$ cat config.mk
export PLATFORM = sky130hd
export DESIGN_NAME = i2s_audio_ctrl
export DESIGN_NICKNAME = d
export VERILOG_FILES = /design/src/rtl/audio_ctrl_pkg.sv /design/src/rtl/audio_src_buf.sv /design/src/rtl/i2s_audio_ctrl.sv
export SDC_FILE = /design/constraint.sdc
export NUM_CORES = 1
export LEC_CHECK = 0
export ABC_AREA = 1
export ABC_CLOCK_PERIOD_IN_PS = 2600
export CAP_MARGIN = 20
export CORE_MARGIN = 5
export CORE_UTILIZATION = 46
export DETAILED_ROUTE_END_ITERATION = 6
export GPL_TIMING_DRIVEN = 0
export PLACE_DENSITY_LB_ADDON = 0.25
export SYNTH_ARGS = -nofsm -noshare
export SYNTH_HDL_FRONTEND = slang
export SYNTH_HIERARCHICAL = 1
export SYNTH_SLANG_ARGS = --single-unit
$ cat constraint.sdc
create_clock -name clk -period 2.6 [get_ports clk]
set_input_delay 0.52 -clock clk [delete_from_list [all_inputs] [get_ports clk]]
set_output_delay 0.52 -clock clk [all_outputs]
set_load 0.02 [all_outputs]
$ cat src/rtl/audio_ctrl_pkg.sv
// Shared types and helpers for the I2S audio controller.
// State encoding, sample width and the saturating mixer add.
package audio_ctrl_pkg;

  typedef enum logic [1:0] {
    RST_HOLD = 2'd0,
    CLK_WAIT = 2'd1,
    MUTED    = 2'd2,
    RUN      = 2'd3
  } state_t;

  localparam int AUDIO_W = 16;

  localparam logic [AUDIO_W-1:0] SAT_MAX = 16'sh7FFF;
  localparam logic [AUDIO_W-1:0] SAT_MIN = 16'sh8000;

  function automatic logic [AUDIO_W-1:0] sat_add(
    input logic [AUDIO_W-1:0] a,
    input logic [AUDIO_W-1:0] b
  );
    logic [AUDIO_W:0] s;
    s = {a[AUDIO_W-1], a} + {b[AUDIO_W-1], b};
    // Overflow shows as disagreement between the two top bits.
    if (s[AUDIO_W] != s[AUDIO_W-1])
      sat_add = s[AUDIO_W] ? SAT_MIN : SAT_MAX;
    else
      sat_add = s[AUDIO_W-1:0];
  endfunction

endpackage

$ cat src/rtl/audio_src_buf.sv
// One-entry source buffer with full flag and last-value hold.
// Empty and transparent (always ready) outside RUN.
module audio_src_buf
  import audio_ctrl_pkg::*;
(
  input  logic               clk,
  input  logic               reset,
  input  logic               run,
  input  logic               consume,
  input  logic [AUDIO_W-1:0] data,
  input  logic               valid,
  output logic               ready,
  output logic               full,
  output logic [AUDIO_W-1:0] value
);

  logic [AUDIO_W-1:0] data_q;
  logic [AUDIO_W-1:0] hold_q;
  logic               full_q;
  logic               accept;

  assign ready  = run ? (~full_q | consume) : 1'b1;
  assign accept = run & valid & ready;
  assign full   = full_q;
  assign value  = full_q ? data_q : hold_q;

  always_ff @(posedge clk) begin
    if (reset) begin
      data_q <= '0;
      hold_q <= '0;
      full_q <= 1'b0;
    end else if (!run) begin
      data_q <= '0;
      hold_q <= '0;
      full_q <= 1'b0;
    end else begin
      if (accept)
        data_q <= data;
      if (consume && full_q)
        hold_q <= data_q;
      // A refill in the consuming cycle keeps the slot occupied.
      if (accept)
        full_q <= 1'b1;
      else if (consume)
        full_q <= 1'b0;
    end
  end

endmodule

$ cat src/rtl/i2s_audio_ctrl.sv
// I2S codec power sequencer and two-source saturating mono mixer.
// Feeds one sample per serializer frame request, silence outside RUN.
module i2s_audio_ctrl
  import audio_ctrl_pkg::*;
#(
  parameter int RST_CYCLES    = 2000000,
  parameter int CLK_CYCLES    = 8000000,
  parameter int UNMUTE_CYCLES = 1000000,
  parameter int CNT_W         = 32
) (
  input  logic               clk,
  input  logic               reset,
  input  logic               enable,
  input  logic [AUDIO_W-1:0] src0_data,
  input  logic               src0_valid,
  output logic               src0_ready,
  input  logic [AUDIO_W-1:0] src1_data,
  input  logic               src1_valid,
  output logic               src1_ready,
  input  logic               frame_req,
  output logic [AUDIO_W-1:0] sample_out,
  output logic               sample_load,
  output logic               codec_rst,
  output logic               bclk_en,
  output logic               mute_n,
  output logic               underrun,
  input  logic               underrun_clr,
  output logic [1:0]         state_o
);

  localparam logic [CNT_W-1:0] RST_LAST = CNT_W'(RST_CYCLES - 1);
  localparam logic [CNT_W-1:0] CLK_LAST = CNT_W'(CLK_CYCLES - 1);
  localparam logic [CNT_W-1:0] UNM_LAST = CNT_W'(UNMUTE_CYCLES - 1);

  state_t           state_q, state_d;
  logic [CNT_W-1:0] cnt_q, cnt_d;
  logic             codec_rst_q, codec_rst_d;
  logic             bclk_en_q, bclk_en_d;
  logic             mute_n_q, mute_n_d;

  logic               run;
  logic               full0, full1;
  logic [AUDIO_W-1:0] val0, val1;

  assign run = (state_q == RUN);

  audio_src_buf u_src0 (
    .clk     (clk),
    .reset   (reset),
    .run     (run),
    .consume (frame_req),
    .data    (src0_data),
    .valid   (src0_valid),
    .ready   (src0_ready),
    .full    (full0),
    .value   (val0)
  );

  audio_src_buf u_src1 (
    .clk     (clk),
    .reset   (reset),
    .run     (run),
    .consume (frame_req),
    .data    (src1_data),
    .valid   (src1_valid),
    .ready   (src1_ready),
    .full    (full1),
    .value   (val1)
  );

  always_ff @(posedge clk) begin
    if (reset) begin
      state_q     <= RST_HOLD;
      cnt_q       <= '0;
      codec_rst_q <= 1'b1;
      bclk_en_q   <= 1'b0;
      mute_n_q    <= 1'b0;
    end else begin
      state_q     <= state_d;
      cnt_q       <= cnt_d;
      codec_rst_q <= codec_rst_d;
      bclk_en_q   <= bclk_en_d;
      mute_n_q    <= mute_n_d;
    end
  end

  always_comb begin
    state_d     = state_q;
    cnt_d       = cnt_q;
    codec_rst_d = codec_rst_q;
    bclk_en_d   = bclk_en_q;
    mute_n_d    = mute_n_q;
    unique case (state_q)
      RST_HOLD: begin
        if (cnt_q == RST_LAST) begin
          codec_rst_d = 1'b0;
          bclk_en_d   = 1'b1;
          cnt_d       = '0;
          state_d     = CLK_WAIT;
        end else begin
          cnt_d = cnt_q + 1'b1;
        end
      end
      CLK_WAIT: begin
        bclk_en_d = 1'b1;
        if (cnt_q == CLK_LAST) begin
          cnt_d   = '0;
          state_d = MUTED;
        end else begin
          cnt_d = cnt_q + 1'b1;
        end
      end
      MUTED: begin
        if (!enable) begin
          cnt_d = '0;
        end else if (cnt_q == UNM_LAST) begin
          cnt_d    = '0;
          mute_n_d = 1'b1;
          state_d  = RUN;
        end else begin
          cnt_d = cnt_q + 1'b1;
        end
      end
      RUN: begin
        if (!enable) begin
          cnt_d    = '0;
          mute_n_d = 1'b0;
          state_d  = MUTED;
        end
      end
      default: state_d = RST_HOLD;
    endcase
  end

  // Sample path: one-cycle latency from frame_req, silence outside RUN.
  always_ff @(posedge clk) begin
    if (reset) begin
      sample_out  <= '0;
      sample_load <= 1'b0;
      underrun    <= 1'b0;
    end else begin
      sample_load <= frame_req;
      if (frame_req)
        sample_out <= run ? sat_add(val0, val1) : '0;
      if (run && frame_req && (!full0 || !full1))
        underrun <= 1'b1;
      else if (underrun_clr)
        underrun <= 1'b0;
    end
  end

  assign codec_rst = codec_rst_q;
  assign bclk_en   = bclk_en_q;
  assign mute_n    = mute_n_q;
  assign state_o   = state_q;

endmodule

==> flow_metrics.tcl <==
set metrics [dict create \
    synth_common_cells "307 x nand2_1, 166 x inv_1, 123 x nand3_1, 121 x dfxtp_1, 107 x a21oi_1" \
    worstPathRequired_ns 2.94 \
    clock_latency_ns 0.42 \
    routed_wl_mm 22.53 \
    diodes 0 \
    dp_cells 1486 \
    via_count 8035 \
    gp_congestion 0.9821 \
    die_area_mm2 0.01940 \
    yosysTopAreaCellShare_pct 31.51 \
    worstMarginPinSlew_ns 0.8449 \
    leakage_nw 4.026 \
    cts_buffers 17 \
    cts.clk_slew.worst_paths_ns 0.06 \
    syn_inst 1203 \
    cpMostUsedCell "nand2_2" \
    min-delay-path-class "reg2reg" \
    fin_ws_ns 0.03496 \
    cts_tree "built" \
    setup_violations 0 \
    outcome "finished, final reports clean" \
    regArea_mm2 0.002430 \
    synth_cell_types 43 \
    fin_cells 1545 \
    first_pass_iters 5 \
    skew_ns 0.01174 \
    startpoint_type "flip-flop" \
    max_slew_margin_pct 43.46 \
    end_kind "flip-flop" \
    cp.arrival_ns 2.90 \
    routedWlPerCell_um 14.58 \
    r2r_slack_ns 0.03 \
    yosysWarnings 6 \
    grt_overflow 0 \
    cts_root_buf "clkbuf_16" \
    rsz0062_at_grt "true" \
    ys.flop_type "dfxtp_1" \
    cts.htree.levels 4 \
    cts_sinks 121 \
    die_y_um 139.3 \
    multi_input_area_mm2 0.004641 \
    netlist_area_mm2 0.007689 \
    io_pins 64 \
    initial_core_util_pct 46.69 \
    place_worst_setup_slack_ns -0.5836 \
    period_share_pct 98.66 \
    p_int_mw 3.273 \
    crit_slowest_cell "fa_2" \
    grt_use_total_pct 22.21 \
    drc 0 \
    grt_pass1_vias 7370 \
    fillCellCount 1601 \
    async_flop_share_pct 0 \
    antenna_found_initial 0 \
    placementRows 47 \
    grt_max_degree 17 \
    coreArea_mm2 0.01647 \
    powerDensity_mw_per_mm2 438.1 \
    worstPathCellList "buf_8 > clkbuf_16 > o21ai_4 > ha_4 > fa_2 > nand2_2 > nand2_4 > nand3_2 > nand2_2 > nand2_2 > nand2_2 > nand2_2 > nand2_4 > a21oi_4 > buf_6 > nand2_1 > a21oi_1" \
    synth_seq_cells 121 \
    dp_hpwl_mm 16.28 \
    portBuffers 63 \
    synthMostInstantiatedCell "nand2_1" \
    grt_pass1_wl_mm 35.41 \
    path_class "reg2reg" \
    slowest_delay_ns 0.40 \
    p_sw_mw 1.054 \
    pwr-share-seq_pct 43.6 \
    cts_max_path_buffers 2 \
    nNetsFinal 1371 \
    syn-mean-instance-area_um2 6.391 \
    syn_nets 1260 \
    area_growth_syn_to_layout_pct 28.45 \
    first_iter_violations 538 \
    hold_viol_final 0 \
    synth_area_leaders "dfxtp_1 32%, nand2_1 15%, inv_1 8.1%, nand3_1 8.0%, a21oi_1 7.0%" \
    cp_max_fo 7 \
    irDropWorstVdd_mv 0.4657 \
    fin_crit_ns 2.565 \
    fin_util_pct 59.98 \
    combinationalPowerShare_pct 6.5 \
    yosys.area.top_type "dfxtp_1" \
    cap_viol_max_count 0 \
    finalMaxSlewViolations 0 \
    viasPerCell 5.201 \
    die_w_um 139.3 \
    fmax_ghz 0.3899 \
    synth_edf_count 0 \
    swShare_pct 24.36 \
    ant_nets 0 \
    ys_seq_area_share_pct 31.51 \
    drive_gt1_share_pct 15.85 \
    clkPwrFrac_pct 49.9 \
]
worst paths after layout:
check,startpoint,to,cells after the start
worst max-delay path,u_src1/full,sample_out[12],17
worst min register to register,u_src0/hold_q[3],u_src0/hold_q[3],2
worst max register to register,u_src1/full,sample_out[12],17
worst min-delay path,u_src0/hold_q[3],u_src0/hold_q[3],2
cells in the final DEF, fill, tap and decap left out, drive strengths merged:
cell           count
clkinvlp           5
nand4             30
a21oi            111
clkdlybuf4s50     62
inv              171
xnor2              9
o2111ai           12
buf               66
bufinv             1
mux2               2
nor4               5
clkinv             9
nor2             104
o21a               1
or2                3
xor2              16
o21ai             70
o21bai             2
fa                 1
ha                17
and2               2
dfxtp            121
nand3            124
clkbuf            37
nand2            322
and3               1
nand3b             4
dlygate4sd2        1
nor3              16
worst max-delay path: cells and delay by family, from the launching register on:
family,cells,cell delay (ns)
and+or+nand+nor,9,0.64
adders and majority gates,2,0.57
buffers and inverters,3,0.48
AOI/OAI and AO/OA,3,0.39
DFF,1,0.37
cell families (layout without fill, tap and decap cells):
kind of cell	Yosys count	after routing	synth area share, %
xor+xnor	25	25	2.848
buf+inv	230	352	13.07
simple gates	611	611	35.48
compound gates	196	196	13.78
flops	121	121	31.51
mux	2	2	0.2929
fa+ha+maj	18	18	3.027
state kept, by name, indices dropped and copies added (netlist names), 2 cells and up:
signal	flops
u_src1/data_q	16
cnt_q	32
state_o	2
sample_out	16
u_src0/data_q	16
u_src1/hold_q	16
u_src0/hold_q	16
cell type report:
| cell class | count | share of cell area [%] |
|---|---|---|
| Inverter | 174 | 6.651 |
| Sequential cell | 121 | 24.60 |
| Multi-Input combinational cell | 852 | 46.99 |
| Tap cell | 220 | 2.787 |
| Clock buffer | 18 | 4.346 |
| Clock inverter | 12 | 1.077 |
| Timing Repair Buffer | 92 | 9.261 |
| Buffer | 56 | 4.282 |
routing by layer:
| metal | part of all wire (%) | GRT usage (%) | vias to the layer above |
|---|---|---|---|
| met1 | 43 | 26.46 | 3674 |
| met2 | 51 | 39.52 | 205 |
| met3 | 3.9 | 3.877 | 52 |
| met4 | 2.8 | 9.011 | 0 |
| met5 | 0 | 0 | - |
| li1 | - | - | 4104 |
stage by stage:
stage | hold slack, ns | cell area, um^2 | total power [mW] | TNS [ns]
final | 0.4427 | 9876 | 4.326 | 0
after CTS | 0.4470 | 9285 | 4.351 | 0
after global placement | 0.4292 | 8594 | 2.203 | -7.743
after global routing | 0.4759 | 9876 | 4.454 | -0.9081
after floorplan | 0.4238 | 7689 | 2.070 | 0
after detailed placement | 0.4354 | 8594 | 2.207 | -7.994
power by group through the flow:
| stage | sequential [mW] | combinational, mW | clock (mW) |
|---|---|---|---|
| detailed placement | 1.93 | 0.279 | 0 |
| global route | 1.89 | 0.305 | 2.26 |
| floorplan | 1.94 | 0.135 | 0 |
| finish | 1.89 | 0.280 | 2.16 |
| CTS | 1.89 | 0.280 | 2.18 |
| global placement | 1.93 | 0.275 | 0 |
what timing repair did:
item	4_1_cts	5_1_grt
cloned	1	5
setup buffers	7	16
endpoints found under the setup margin	18	17
resized for setup	41	95
hold buffers	0	0
pin swaps	7	23
Note: power is estimated with default switching activity, not from simulation.
